<file path="src/rtl/oam_dma.sv">
// oam_dma: sprite DMA that stalls the CPU and copies one 256-byte page to a fixed register
module oam_dma #(
  parameter logic [15:0] REG_ADDR  = 16'h4014,
  parameter logic [15:0] DEST_ADDR = 16'h2004
) (
  input  logic        clkCPU,
  input  logic        n_reset,
  input  logic [15:0] sys_addr,
  input  logic [7:0]  sys_data_in,
  input  logic        sys_rw,
  output logic        sys_rdy,
  output logic        dma_active,
  output logic [15:0] dma_addr,
  output logic [7:0]  dma_data,
  output logic        dma_rw,
  output logic        dma_done
);
  localparam logic [2:0] S_IDLE  = 3'd0;
  localparam logic [2:0] S_HALT  = 3'd1;
  localparam logic [2:0] S_ALIGN = 3'd2;
  localparam logic [2:0] S_READ  = 3'd3;
  localparam logic [2:0] S_WRITE = 3'd4;
  logic [2:0] r_state;
  logic [7:0] r_page;
  logic [7:0] r_idx;
  logic [7:0] r_byte;
  logic       r_parity;
  logic       r_done;
  logic       w_trigger;
  logic       w_write;
  assign w_trigger = !sys_rw && sys_addr == REG_ADDR;
  assign w_write   = r_state == S_WRITE;
  // sequencer: parity clock, trigger snoop, read/write pair stepping; HALT leaves on the parity that makes the first READ even
  always_ff @(posedge clkCPU or negedge n_reset) begin
    if (!n_reset) begin
      r_state  <= S_IDLE;
      r_page   <= 8'h00;
      r_idx    <= 8'h00;
      r_byte   <= 8'h00;
      r_parity <= 1'b0;
      r_done   <= 1'b0;
    end else begin
      r_parity <= ~r_parity;
      r_done   <= 1'b0;
      case (r_state)
        S_IDLE: if (w_trigger) begin
          r_page  <= sys_data_in;
          r_idx   <= 8'h00;
          r_state <= S_HALT;
        end
        S_HALT:  r_state <= r_parity ? S_READ : S_ALIGN;
        S_ALIGN: r_state <= S_READ;
        S_READ: begin
          r_byte  <= sys_data_in;
          r_state <= S_WRITE;
        end
        S_WRITE: begin
          r_idx   <= r_idx + 8'h01;
          r_state <= r_idx == 8'hFF ? S_IDLE : S_READ;
          r_done  <= r_idx == 8'hFF;
        end
        default: r_state <= S_IDLE;
      endcase
    end
  end
  // bus outputs decoded from state so reset clears them without a clock
  always_comb begin
    dma_active = r_state == S_ALIGN || r_state == S_READ || w_write;
    dma_addr   = !dma_active ? 16'h0000 : w_write ? DEST_ADDR : {r_page, r_idx};
    dma_data   = w_write ? r_byte : 8'h00;
    dma_rw     = !w_write;
    sys_rdy    = r_state == S_IDLE;
    dma_done   = r_done;
  end
endmodule

</file>
<file path="config.mk">
export PLATFORM = sky130hd
export DESIGN_NAME = oam_dma
export DESIGN_NICKNAME = d
export VERILOG_FILES = /design/src/rtl/oam_dma.sv
export SDC_FILE = /design/constraint.sdc
export NUM_CORES = 1
export LEC_CHECK = 0
export ABC_CLOCK_PERIOD_IN_PS = 1500
export CAP_MARGIN = 30
export CORE_MARGIN = 4
export CORE_UTILIZATION = 39
export DETAILED_ROUTE_END_ITERATION = 7
export GPL_TIMING_DRIVEN = 0
export PLACE_DENSITY_LB_ADDON = 0.3
export SYNTH_ARGS = -nofsm -noshare
export SYNTH_HDL_FRONTEND = slang
export SYNTH_SLANG_ARGS = --single-unit
</file>
<file path="constraint.sdc">
create_clock -name clkCPU -period 1.5 [get_ports clkCPU]
set_input_delay 0.375 -clock clkCPU [delete_from_list [all_inputs] [get_ports clkCPU]]
set_output_delay 0.375 -clock clkCPU [all_outputs]
set_load 0.02 [all_outputs]
</file>
==> impl_metrics.py, run 1 <==
metrics = {
    "synth": {
        "netlist_area_pre_place_sq_um": 1474,
        "post_synth.cell_area_avg_sq_um": 10.60,
        "synth_adder_area_share_pct": 0.8489,
        "synth-warning-count": 0,
        "synth-seq-cells": 29,
        "synth_top_family_by_area": "simple AND/OR/NAND/NOR gates",
        "synth_nets": 167,
        "post_synth_and_or_nand_nor_area_fraction_pct": 29.37,
        "yosysUniqueCellTypes": 30,
        "synth-compound-area-share_pct": 3.905,
        "yosys.area_share.xor_xnor_pct": 1.188,
        "synth_seq_area_share_pct": 49.24,
        "yosys-mux-area-fraction_pct": 12.73,
        "synthesis.instances": 139,
    },
    "die": {
        "placeableCoreArea_sq_um": 3661,
        "rows": 22,
        "floorplan.initialDensity_pct": 40.26,
        "chipHeight_microns": 69.48,
        "floorplan.die.width_microns": 69.48,
        "die_area_sq_um": 4827,
        "num_io_pins": 55,
    },
    "setup_path": {
        "critical_path.top_delay_family": "simple AND/OR/NAND/NOR gates",
        "crit_path_max_incr_delay_ps": 430,
        "crit_path_top_delay_cell": "sky130_fd_sc_hd__dfrtp_2",
        "start_kind": "register",
        "timing.critical_path.required_ps": 1120,
        "setup_crit_end_kind": "primary output",
        "critical_path_peak_fanout": 5,
        "crit_buf_inv": 2,
        "setup.worst_path.class": "reg -> out",
        "crit_arrival_ps": 1530,
        "critical_path_cell_list": "nor3b_4, clkbuf_8, and2_4, buf_6",
    },
    "outcome": {
        "violations_in_the_final_reports": "setup timing",
        "outcome": "finished, violations left",
    },
    "layout": {
        "post-route-cell-area_sq_um": 2676,
        "final_net_count": 254,
        "post_layout_nonfiller_instances": 275,
        "antenna_cells": 0,
        "area_growth_syn_to_layout_pct": 81.58,
        "drive_gt1_share_pct": 59.47,
        "final_core_util_pct": 73.10,
    },
    "job": {
        "cap_violations": 0,
    },
    "routing": {
        "vias": 1410,
        "routed_wirelength_mm": 4.469,
        "length_of_routed_met2_wiring_mm": 2.307,
        "dr.max_layer_used": "met4",
        "wl_per_cell_microns": 16.25,
        "route.antenna.remaining_nets": 0,
        "m1WireLength_mm": 1.809,
        "via_per_inst": 5.127,
        "drt_iter0_markers": 85,
        "drt_drc_violations_left": 0,
        "detailedRoute.firstPassIterationCount": 4,
        "met3WireLength_microns": 207,
    },
    "sta": {
        "finalHoldViolCount": 0,
        "timing_max_transition_violations_final": 0,
        "worst-slew-pin-transition_ps": 622.3,
        "worst_slew_margin_rel_pct": 58.38,
        "post-route-worst-setup-slack_ps": -400.1,
        "worst_hold_slack_ps": 406.8,
        "setup_total_negative_slack_ps": -10510,
        "finalCritPeriodShare_pct": 126.7,
        "finalClockSkew_ps": 4.724,
        "setup_viol_count_final": 43,
        "timing.final.crit_period_ps": 1900,
        "max_clock_freq_mhz": 526.3,
        "rsz0062_at_grt": "true",
    },
    "power_and_ir_drop": {
        "clockPowerShare_pct": 17.1,
        "p_comb_share_pct": 53.4,
        "p_per_area_nw_per_um2": 1385,
        "power.sequential.fraction_pct": 29.4,
        "switching_share_pct": 36.09,
        "power.leakage_nw": 1.255,
        "irDropWorstVdd_uv": 754.5,
        "p_sw_mw": 1.338,
        "finalPower_mw": 3.707,
        "intPower_mw": 2.369,
    },
    "clock_network": {
        "cts_tree": "yes",
        "cts_buffers": 5,
        "worst_skew_pair.late_latency_ps": 280,
        "cts.sink_count": 29,
        "cts_buffer_depth": 2,
        "clk_transition_reported_paths_ps": 60,
        "htreeDepth": 2,
        "clock-root-buffer": "sky130_fd_sc_hd__clkbuf_8",
        "holdBufCountCts": 0,
    },
    "global_route": {
        "grt_max_degree": 20,
        "overflow": 0,
        "grt_pass1_wl_mm": 7.327,
        "tot_gr_track_use_pct": 19.21,
        "initial_antenna_violation_count": 0,
        "grt_pass1_vias": 1535,
    },
    "min_path": {
        "hold_path.class": "reg -> reg",
    },
    "place": {
        "place_inst": 242,
        "place_worst_setup_slack_ps": -858.3,
        "hpwl_after_detailed_placement_mm": 2.765,
        "port_buffers": 54,
        "place.gp.congestion": 0.8486,
        "placedInstanceArea_sq_um": 2183,
    },
}
[metal layers]
metal  track usage, %  vias to the layer above
met1            21.77                      699
li1                 -                      649
met5                0                        -
met3            6.522                       18
met4            8.243                        0
met2            32.73                       44
[layout by cell type, fill, tap and decap left out, types with 2 or more instances in the layout]
cell,count
sky130_fd_sc_hd__nand2_1,16
sky130_fd_sc_hd__buf_4,11
sky130_fd_sc_hd__buf_2,3
sky130_fd_sc_hd__clkdlybuf4s50_1,11
sky130_fd_sc_hd__nor3_1,2
sky130_fd_sc_hd__nand3_1,6
sky130_fd_sc_hd__o211ai_1,4
sky130_fd_sc_hd__nand2_2,2
sky130_fd_sc_hd__nor4b_4,2
sky130_fd_sc_hd__nand3_2,2
sky130_fd_sc_hd__clkinv_2,2
sky130_fd_sc_hd__and2_4,22
sky130_fd_sc_hd__dfrtp_1,27
sky130_fd_sc_hd__inv_1,2
sky130_fd_sc_hd__dlygate4sd2_1,8
sky130_fd_sc_hd__or2_4,2
sky130_fd_sc_hd__nand2_8,2
sky130_fd_sc_hd__dfrtp_2,2
sky130_fd_sc_hd__nor2_1,6
sky130_fd_sc_hd__clkbuf_8,7
sky130_fd_sc_hd__nor3_4,3
sky130_fd_sc_hd__or3_1,2
sky130_fd_sc_hd__buf_6,45
sky130_fd_sc_hd__mux2_2,14
sky130_fd_sc_hd__mux2_4,2
[what timing repair did]
action	in CTS	in global routing
hold endpoints to repair	0	0
endpoints found under the setup margin	46	54
resized for setup	210	50
gates cloned	1	1
pin swaps	12	9
buffers inserted	24	6
[worst paths after layout]
path / from / end / slack, ps / cells past startpoint
max: r_state[1]$_DFFE_PN0P_ / dma_data[5] / -400 / 4
min: r_parity$_DFF_PN0_ / r_parity$_DFF_PN0_ / 410 / 1
max reg2reg: r_state[1]$_DFFE_PN0P_ / r_idx[3]$_DFFE_PN0P_ / -180 / 6
min reg2reg: r_parity$_DFF_PN0_ / r_parity$_DFF_PN0_ / 410 / 1
max in group asynchronous: n_reset / r_state[1]$_DFFE_PN0P_ / 500 / 2
min in group asynchronous: n_reset / r_idx[3]$_DFFE_PN0P_ / 480 / 1
[logic make-up (layout without fill, tap and decap cells)]
logic type / Yosys count / count (layout)
compound gates: 8 / 8
xor+xnor: 2 / 2
fa+ha+maj: 1 / 1
buf+inv: 8 / 95
flops: 29 / 29
mux: 16 / 16
simple gates: 75 / 76
[cells in the mapped netlist, drive strengths merged]
library cell  number  area, sq um
xnor2              1        8.760
o21bai             1        7.510
buf                3        21.27
dfrtp             29        725.7
o21ai              2        10.01
inv                3        11.26
nand3              8        45.04
nand3b             1        7.510
nand2             20        77.58
nor4               1        6.260
clkbuf             2        7.510
ha                 1        12.51
xor2               1        8.760
o211ai             4        30.03
nand4              1        6.260
or3                3        18.77
and2              22        137.6
or2                2        12.51
nor3b              1        18.77
o22a               1        10.01
nor2b              1        6.260
nor3               5        36.29
mux2              16        187.7
nor4b              2        30.03
nor2               8        30.03
[state kept, by name, summed over array words and instances (netlist names)]
register	flops
r_idx	8
r_parity	1
r_byte	8
r_state	3
dma_done	1
r_page	8
[power by group through the flow]
stage	Clock, mW	Combinational (mW)	Sequential [mW]
after floorplan	0	0.711	1.10
final	0.636	1.98	1.09
after global placement	0	1.13	1.12
after global routing	0.680	2.09	1.11
after detailed placement	0	1.17	1.13
after CTS	0.634	1.63	1.08
[final cells by class]
type                       count  area (sq um)
fill                         262         984.7
multi-input combinational    103         900.9
timing repair buffer          80         828.3
sequential                    29         728.2
clock buffer                   5         68.82
buffer                         4         61.31
tap                           48         60.06
clock inverter                 3         17.52
inverter                       3         11.26
(Power assumes the default switching activity.)
==> run 2, diff against run 1 <==
CORE_ASPECT_RATIO = 1.1   (was unset)
RECOVER_POWER = 100   (was unset)
==> run 2 against run 1 <==
Net effect: the run still ends with setup timing left; fmax down 0.60%; sequential share of layout area down 1.1 points; non-clock buffer count up 12; sequential cell count unchanged; first-iteration DRC count down 12%; critical path depth up 2; routed wire length up 21%; largest cell class is now non-clock buffers; highest routed layer unchanged.
==> impl_metrics.py, run 2 (synthesis results as in run 1) <==
metrics = {
    "outcome": {
        "outcome": "finished, violations left",
        "violations_in_the_final_reports": "setup timing",
    },
    "clock_network": {
        "clock-root-buffer": "sky130_fd_sc_hd__clkbuf_8",
        "cts_buffers": 5,
        "htreeDepth": 2,
        "cts.sink_count": 29,
        "worst_skew_pair.late_latency_ps": 280,
        "cts_buffer_depth": 2,
        "clk_transition_reported_paths_ps": 60,
        "cts_tree": "yes",
        "holdBufCountCts": 0,
    },
    "layout": {
        "fillers": 246,
        "drive_gt1_share_pct": 58.65,
        "final_core_util_pct": 76.31,
        "antenna_cells": 0,
        "layout_commonest_cell": "sky130_fd_sc_hd__buf_6",
        "area_growth_syn_to_layout_pct": 89.22,
        "final_cell_mix": "sky130_fd_sc_hd__buf_6, sky130_fd_sc_hd__dfrtp_1, sky130_fd_sc_hd__and2_4, sky130_fd_sc_hd__buf_4, sky130_fd_sc_hd__mux2_4",
        "largest_registers": "r_byte x8, r_idx x8, r_page x8",
        "final_net_count": 265,
    },
    "routing": {
        "vias": 1486,
        "via_per_inst": 5.178,
        "drt_drc_violations_left": 0,
        "detailedRoute.firstPassIterationCount": 4,
        "drt_iter0_markers": 75,
        "wl_per_cell_microns": 18.91,
        "route.antenna.remaining_nets": 0,
        "routed_wirelength_mm": 5.428,
    },
    "power_and_ir_drop": {
        "power.leakage_nw": 1.342,
        "irDropWorstVdd_uv": 886.0,
        "p_per_area_nw_per_um2": 1478,
    },
    "place": {
        "hpwl_after_detailed_placement_mm": 2.793,
        "place.gp.congestion": 0.8199,
        "port_buffers": 54,
    },
    "sta": {
        "post-route-worst-setup-slack_ps": -411.5,
        "finalCritPeriodShare_pct": 127.4,
        "max_clock_freq_mhz": 523.2,
        "worst_slew_margin_rel_pct": 68.58,
        "timing.final.crit_period_ps": 1911,
        "rsz0062_at_grt": "true",
        "setup_total_negative_slack_ps": -13600,
        "setup_viol_count_final": 51,
        "finalHoldViolCount": 0,
        "timing_max_transition_violations_final": 0,
        "finalClockSkew_ps": 3.163,
        "worst-slew-pin-transition_ps": 469.7,
    },
    "setup_path": {
        "crit_arrival_ps": 1540,
        "r2r-end": "r_page[0]$_DFFE_PN0P_",
        "setup.worst_path.class": "reg -> out",
        "timing.critical_path.required_ps": 1120,
        "start_kind": "register",
        "r2r.worst_path.cells": 8,
        "setup_crit_end_kind": "primary output",
        "critical_path_peak_fanout": 5,
        "rrSetupSlack_ps": -310,
        "critical_path.reg2reg.startpoint": "r_state[0]$_DFFE_PN0P_",
    },
    "die": {
        "floorplan.initialDensity_pct": 40.33,
        "die_area_sq_um": 4828,
        "chipHeight_microns": 72.48,
        "num_io_pins": 55,
        "rows": 23,
        "floorplan.die.width_microns": 66.62,
        "placeableCoreArea_sq_um": 3655,
    },
    "job": {
        "cap_violations": 0,
    },
    "min_path": {
        "holdPathStages": 1,
        "hold_path.startpoint": "r_parity$_DFF_PN0_",
        "hold_path.class": "reg -> reg",
        "whs_endpoint": "r_parity$_DFF_PN0_",
    },
    "global_route": {
        "grt_pass1_vias": 1605,
        "grt_pass1_wl_mm": 7.672,
        "tot_gr_track_use_pct": 21.62,
        "initial_antenna_violation_count": 0,
        "overflow": 0,
        "grt_max_degree": 21,
    },
}
## run 2: cell types whose count changed in the layout (fill, tap and decap cells not counted), moves of 4 or more
cell                     delta
sky130_fd_sc_hd__buf_8      +4
sky130_fd_sc_hd__buf_4      +6
sky130_fd_sc_hd__mux2_2    -14
sky130_fd_sc_hd__mux2_4    +14
## run 2: final cells by class
class / count / area [sq um] / share of cell area (%)
plain buffers: 5 / 67.56 / 2.423
repair buffers: 91 / 913.4 / 32.75
clock buffers: 6 / 72.57 / 2.602
multi-input cells: 102 / 925.9 / 33.20
inverters: 3 / 13.76 / 0.4935
clock inverters: 1 / 5.005 / 0.1795
flip-flops and latches: 29 / 728.2 / 26.11
well taps: 50 / 62.56 / 2.243
## run 2: how the worst max path moves through the flow
stage / start / to / slack (ps) / depth (start not counted)
final: r_state[2]$_DFFE_PN0P_ / dma_data[5] / -410 / 6
after global routing: r_state[1]$_DFFE_PN0P_ / dma_data[4] / -470 / 6
after floorplan: sys_addr[13] / r_page[0]$_DFFE_PN0P_ / -160 / 5
after global placement: sys_addr[6] / r_page[0]$_DFFE_PN0P_ / -800 / 6
after detailed placement: sys_addr[13] / r_page[0]$_DFFE_PN0P_ / -830 / 6
after CTS: r_state[0]$_DFFE_PN0P_ / dma_addr[2] / -390 / 6
## run 2: critical path, cell delays in order, from the launching register on
cell	delay [ps]
sky130_fd_sc_hd__dfrtp_1	430
sky130_fd_sc_hd__nor3b_4	240
sky130_fd_sc_hd__buf_6	140
sky130_fd_sc_hd__buf_12	100
sky130_fd_sc_hd__buf_8	100
sky130_fd_sc_hd__and2_4	130
sky130_fd_sc_hd__buf_6	110
## run 2: report_power, final
group	leakage, nW	switching (mW)	internal (mW)
clock network	0.0410	0.290	0.314
logic	0.927	1.01	1.38
registers	0.374	0.162	0.967
total	1.34	1.46	2.66
## run 2: stage by stage
| stage | power (mW) | cell area, sq um | std cells | hold WS [ps] | worst slack (ps) |
|---|---|---|---|---|---|
| 2_1_floorplan | 1.806 | 1555 | 139 | 79.41 | -163.5 |
| 3_3_place_gp | 2.246 | 2158 | 243 | 393.0 | -803.3 |
| 3_5_place_dp | 2.299 | 2173 | 244 | 419.9 | -829.1 |
| 4_1_cts | 3.515 | 2556 | 279 | 427.8 | -390.9 |
| 5_1_grt | 4.295 | 2789 | 287 | 451.5 | -466.6 |
| 6_report | 4.123 | 2789 | 287 | 423.7 | -411.5 |
## run 2: metal layers
layer / routed length [microns] / up-vias / part of all wire (%) / global-route usage, %
met4: 171 / 0 / 3.2 / 9.932
li1: - / 669 / - / -
met3: 287 / 17 / 5.3 / 6.037
met5: 0 / - / 0 / 0
met2: 2981 / 63 / 55 / 37.67
met1: 1988 / 737 / 37 / 24.16
## run 2: timing repair
action | in CTS | in global routing
setup endpoints to repair | 48 | 45
setup buffers | 25 | 13
pin swaps | 9 | 18
cloned | 3 | 0
resized for setup | 200 | 61
hold endpoints to repair | 0 | 0
